## config.mk

```make
export PLATFORM = sky130hd
export DESIGN_NAME = barrel_move
export DESIGN_NICKNAME = d
export VERILOG_FILES = /design/src/rtl/barrel_move.sv
export SDC_FILE = /design/constraint.sdc
export NUM_CORES = 1
export LEC_CHECK = 0
export CORE_MARGIN = 1
export CORE_UTILIZATION = 27
export DETAILED_ROUTE_END_ITERATION = 10
export GPL_TIMING_DRIVEN = 0
export PLACE_DENSITY_LB_ADDON = 0.05
export SLEW_MARGIN = 20
export SYNTH_ARGS = -nofsm -noshare
export SYNTH_HDL_FRONTEND = slang
export SYNTH_SLANG_ARGS = --single-unit
```

## constraint.sdc

```tcl
create_clock -name clk -period 7.8 [get_ports clk]
set_input_delay 1.56 -clock clk [delete_from_list [all_inputs] [get_ports clk]]
set_output_delay 1.56 -clock clk [all_outputs]
set_load 0.03 [all_outputs]
```

## src/rtl/barrel_move.sv

```systemverilog
// barrel_move: per-barrel motion engine. Spawns on start, rolls along each
// level, drops at the level edge, and repeats for LEVELS levels. It pulses
// done for one cycle when the barrel leaves the bottom level.
// Optional feature macro: BARREL_GRAVITY_EN. When it is defined, the fall
// accelerates from 1 px/tick up to V_MAX. When it is undefined, the barrel
// falls at a constant V_STEP px/tick.
module barrel_move #(
    parameter int X_START = 100,
    parameter int Y_START = 160,
    parameter int X_MIN   = 32,
    parameter int X_MAX   = 960,
    parameter int LEVEL_H = 96,
    parameter int LEVELS  = 5,
    parameter int H_STEP  = 2,
    parameter int V_STEP  = 4,
    parameter int V_MAX   = 8
) (
    input  logic        clk,
    input  logic        rst,
    input  logic        tick,
    input  logic        start,
    input  logic        clear,
    output logic [10:0] xpos,
    output logic [10:0] ypos,
    output logic        active,
    output logic        dir,
    output logic        done
);

    localparam logic [10:0] XS_C  = 11'(X_START);
    localparam logic [10:0] YS_C  = 11'(Y_START);
    localparam logic [10:0] XMN_C = 11'(X_MIN);
    localparam logic [10:0] XMX_C = 11'(X_MAX);
    localparam logic [10:0] LH_C  = 11'(LEVEL_H);
    localparam logic [10:0] HS_C  = 11'(H_STEP);
    localparam logic [7:0]  LAST_LEVEL_C = 8'(LEVELS - 1);
`ifdef BARREL_GRAVITY_EN
    localparam logic [10:0] VMX_C = 11'(V_MAX);
`else
    localparam logic [10:0] VS_C  = 11'(V_STEP);
`endif

    typedef enum logic [1:0] {S_IDLE, S_ROLL, S_FALL, S_EXIT} state_t;

    state_t      state_q, state_d;
    logic [10:0] xpos_q, xpos_d;
    logic [10:0] ypos_q, ypos_d;
    logic [10:0] target_q, target_d;
    logic [7:0]  level_q, level_d;
    logic        dir_q, dir_d;
    logic        active_q, active_d;
    logic        done_q, done_d;
`ifdef BARREL_GRAVITY_EN
    logic [10:0] v_q, v_d;
`endif

    // Candidate positions for this tick. The headroom is compared before the
    // step is added, so neither axis can overshoot or wrap.
    logic [10:0] x_step, y_step, fall_step;
    logic        x_edge, y_land, last_level;

    // Motion arithmetic shared by the next-state and output logic
    always_comb begin
        x_step = xpos_q;
        x_edge = 1'b0;
        if (!dir_q) begin
            if (XMX_C - xpos_q <= HS_C) begin
                x_step = XMX_C;
                x_edge = 1'b1;
            end else begin
                x_step = xpos_q + HS_C;
            end
        end else begin
            if (xpos_q - XMN_C <= HS_C) begin
                x_step = XMN_C;
                x_edge = 1'b1;
            end else begin
                x_step = xpos_q - HS_C;
            end
        end
`ifdef BARREL_GRAVITY_EN
        fall_step = v_q;
`else
        fall_step = VS_C;
`endif
        y_land = 1'b0;
        if (target_q - ypos_q <= fall_step) begin
            y_step = target_q;
            y_land = 1'b1;
        end else begin
            y_step = ypos_q + fall_step;
        end
        last_level = (level_q == LAST_LEVEL_C);
    end

    // State and datapath registers
    always_ff @(posedge clk or posedge rst) begin
        if (rst) begin
            state_q  <= S_IDLE;
            xpos_q   <= XS_C;
            ypos_q   <= YS_C;
            target_q <= YS_C;
            level_q  <= 8'd0;
            dir_q    <= 1'b0;
            active_q <= 1'b0;
            done_q   <= 1'b0;
`ifdef BARREL_GRAVITY_EN
            v_q      <= 11'd1;
`endif
        end else begin
            state_q  <= state_d;
            xpos_q   <= xpos_d;
            ypos_q   <= ypos_d;
            target_q <= target_d;
            level_q  <= level_d;
            dir_q    <= dir_d;
            active_q <= active_d;
            done_q   <= done_d;
`ifdef BARREL_GRAVITY_EN
            v_q      <= v_d;
`endif
        end
    end

    // Next state: clear overrides everything; motion only advances on tick
    always_comb begin
        state_d = state_q;
        if (clear) begin
            state_d = S_IDLE;
        end else begin
            case (state_q)
                S_IDLE: if (start) state_d = S_ROLL;
                S_ROLL: if (tick && x_edge) state_d = S_FALL;
                S_FALL: if (tick && y_land) state_d = last_level ? S_EXIT : S_ROLL;
                default: state_d = S_IDLE;
            endcase
        end
    end

    // Datapath and flag updates for the registered outputs
    always_comb begin
        xpos_d   = xpos_q;
        ypos_d   = ypos_q;
        target_d = target_q;
        level_d  = level_q;
        dir_d    = dir_q;
`ifdef BARREL_GRAVITY_EN
        v_d      = v_q;
`endif
        if (clear || (state_q == S_IDLE && start)) begin
            xpos_d  = XS_C;
            ypos_d  = YS_C;
            level_d = 8'd0;
            dir_d   = 1'b0;
        end else if (tick && state_q == S_ROLL) begin
            xpos_d = x_step;
            if (x_edge) begin
                target_d = ypos_q + LH_C;
`ifdef BARREL_GRAVITY_EN
                v_d      = 11'd1;
`endif
            end
        end else if (tick && state_q == S_FALL) begin
            ypos_d = y_step;
`ifdef BARREL_GRAVITY_EN
            v_d    = (v_q >= VMX_C) ? VMX_C : v_q + 11'd1;
`endif
            if (y_land) begin
                level_d = level_q + 8'd1;
                dir_d   = ~dir_q;
            end
        end
        active_d = (state_d == S_ROLL) || (state_d == S_FALL);
        done_d   = (state_d == S_EXIT);
    end

    assign xpos   = xpos_q;
    assign ypos   = ypos_q;
    assign dir    = dir_q;
    assign active = active_q;
    assign done   = done_q;

endmodule
```

==> impl_metrics.toml <==
[routing]
wl_per_cell_um = 17.7
drc_errors = 0
drt_iter0_markers = 267
vias_per_cell = 5.26
drt-total-wl_mm = 11.5
antenna_left = 0
num_vias = 3418
drtPass1Iterations = 5

[floorplanning]
die_x_um = 119
rows = 42
die_area_sq_mm = 0.0141
floorplan.initialDensity = 0.278
die_h_um = 119
io_pins = 30
coreArea_sq_mm = 0.0132

[clock_tree]
holdBufCountCts = 0
post_cts_resize_count = 0
root_buffer = "clkbuf_16"
cts_buffer_depth = 2
cts_made_buffers = 5
cts_tree = "done"
insertion_delay_ns = 0.30
clock-sinks = 45
h-tree-depth = 2
post-cts-setup-buffers = 0
clk_pin_slew_worst_paths_ns = 0.07

[synthesis]
synthTopCellsByCount = "nand2_1 (45), dfrtp_1 (38), nor2_1 (27)"
ys_dominant_reg_cell = "dfrtp_1"
synth_cells = 437
synthesis.nets = 466
synth-edff-count = 0
yosys-top-cells-area = "dfrtp_1 (26%), ha_1 (8.2%), dfstp_2 (5.0%)"
synth_seq_cells = 45
netlist_area_sq_mm = 0.00368
yosysWarnings = 0
yosysMostFrequentCell = "nand2_1"
synth_top_area_share = 0.259
avgSynthCellArea_sq_um = 8.42
ys_types = 73
ys_seq_area_frac = 0.309
synth_top_cell_by_area = "dfrtp_1"
synthArstFlopShare = 1.00

[finish]
final_nets = 502
syn_to_final_growth_pct = 18.5
antenna-diode-count = 0
drive_gt1_frac = 0.103

[placement]
io_buffers = 28
dp_hpwl_mm = 8.49
gp_congestion = 0.815

[grt]
grt_overflow = 0
antenna_found_initial = 0
grt_max_degree = 24
grt_pass1_wl_mm = 18.4
first_global_vias = 3297
track_usage = 0.168

[critical_path]
cp.required_ns = 7.99
crit_slowest_cell = "clkdlybuf4s50_1"
crit_fanout = 10
end_kind = "flip-flop"
reg2reg_depth = 13
critPathKind = "in2reg"
cp-start-kind = "input pin"
path_delay_family = "simple AND/OR/NAND/NOR gates"
max_stage_delay_ns = 0.57
path_buf_inv = 2
critPathArrivalTime_ns = 4.40
crit_cells = 6
cp_cell_sequence = "clkdlybuf4s50_1 -> nor3b_1 -> clkbuf_1 -> nand3_1 -> a21oi_1 -> ha_1"

[sta]
period_minus_slack_ns = 4.21
max_freq_mhz = 237
timing.final.crit_share = 0.540
setup_tns_ns = 0
worstMarginPinSlew_ns = 0.643
holdWs_ns = 0.499
final-hold-violation-count = 0
grt_setup_unrepaired = "no"
clock_skew_ns = 0.00564
final_max_slew_viol_count = 0
slew_headroom = 0.570
setup_viol = 0

[power]
intPower_w = 0.000385
powerDensity_mw_per_mm2 = 118
vdd_drop_max_uv = 71.6
clkPwrFrac = 0.468
power_frac_seq = 0.460
leakagePower_nw = 1.75
switching_share = 0.253
p_sw_w = 0.000130
share_comb_of_total_power = 0.072

[job]
drv_cap = 0

[run_status]
status = "complete, no violations"

[min_path]
hp-class = "reg2reg"
hold_depth = 2
## worst paths after layout
path | startpoint | endpoint | slack (ns)
max reg2reg | ypos[7]$_DFFE_PP1P_ | active$_DFF_PP0_ | 3.67
min reg2reg | target_q[7]$_DFFE_PP1P_ | target_q[7]$_DFFE_PP1P_ | 0.50
min | target_q[7]$_DFFE_PP1P_ | target_q[7]$_DFFE_PP1P_ | 0.50
max in group asynchronous | rst | target_q[5]$_DFFE_PP1P_ | 5.58
min in group asynchronous | rst | active$_DFF_PP0_ | 1.62
max | tick | active$_DFF_PP0_ | 3.59
## cell usage in the layout (no fill, tap or decap), types with 5 or more instances in the layout
cell type	synthesis	layout
o21ai_2	9	9
a31oi_1	5	5
o21ai_0	16	16
o211ai_1	7	7
nand2b_1	5	5
nand4_1	9	9
clkbuf_16	0	5
nand3_1	16	16
a211oi_1	5	5
mux2i_1	8	8
nand2_1	45	45
ha_1	24	24
nor2_1	27	27
dfstp_2	7	7
clkbuf_1	21	21
or3_1	5	5
nor3_1	21	21
dfrtp_1	38	38
clkdlybuf4s50_1	0	28
a21oi_1	21	21
inv_1	22	21
xor2_1	5	5
and3_1	8	8
xnor2_1	10	10
a22oi_1	6	6
and2_1	7	7
## flip-flops by register name (all words and copies together) (netlist names)
| name | count |
|---|---|
| target_q | 11 |
| xpos | 10 |
| ypos | 11 |
| active | 1 |
| done | 1 |
| level_q | 8 |
| state_q | 2 |
| dir | 1 |
## per-layer routing
layer / up-vias / share of wire / track usage / routed length [um]
li1: 1685 / - / - / -
met1: 1641 / 0.51 / 0.241 / 5830
met2: 83 / 0.44 / 0.255 / 5030
met3: 9 / 0.042 / 0.0265 / 488
met4: 0 / 0.014 / 0.0514 / 162
met5: - / 0 / 0 / 0
## through the flow
step                      power (W)   util  setup WS (ns)  instance area, sq um  cells
final                      0.000515  0.329           3.59                  4360    650
after global routing       0.000533  0.329           3.35                  4360    650
after global placement     0.000278  0.316           3.32                  4180    641
after detailed placement   0.000279  0.317           3.29                  4200    642
after floorplan            0.000263      -           4.39                  3680    437
after CTS                  0.000524  0.329           3.61                  4360    650
## cells by family (layout without fill, tap and decap cells)
group,after synthesis,count (layout),synth area share
XOR/XNOR,15,15,0.0357
AO/OA/AOI/OAI,120,120,0.240
buffers and inverters,52,89,0.0622
flip-flops,45,45,0.309
other,1,1,0.00102
adder cells (fa/ha/maj),24,24,0.0816
multiplexers,9,9,0.0259
AND/OR/NAND/NOR,171,171,0.245
## worst reg2reg max path, cell delays in order (launching register included)
cell	delay (ns)
dfstp_2	0.53
clkbuf_1	0.35
inv_1	0.09
ha_1	0.30
clkbuf_1	0.20
a21oi_1	0.23
o21ai_0	0.17
or2_2	0.30
o221ai_1	0.28
o211a_1	0.24
buf_2	0.25
nand3_1	0.46
a21oi_1	0.37
ha_1	0.27
## power groups by stage
| stage | Sequential [W] | Combinational, W | Clock, W |
|---|---|---|---|
| after floorplan | 0.000243 | 0.0000202 | 0 |
| after global placement | 0.000241 | 0.0000367 | 0 |
| after detailed placement | 0.000241 | 0.0000374 | 0 |
| after CTS | 0.000237 | 0.0000375 | 0.000249 |
| after global routing | 0.000237 | 0.0000410 | 0.000254 |
| final | 0.000237 | 0.0000368 | 0.000241 |
## final cells by class
| type | instances | area, sq um |
|---|---|---|
| Timing Repair Buffer | 29 | 300 |
| Multi-Input combinational cell | 340 | 2310 |
| Fill cell | 1418 | 8880 |
| Tap cell | 176 | 220 |
| Sequential cell | 45 | 1130 |
| Inverter | 22 | 82.6 |
| Clock inverter | 1 | 8.76 |
| Buffer | 30 | 146 |
| Clock buffer | 7 | 153 |
No activity file was read; power rests on OpenSTA's default activity.
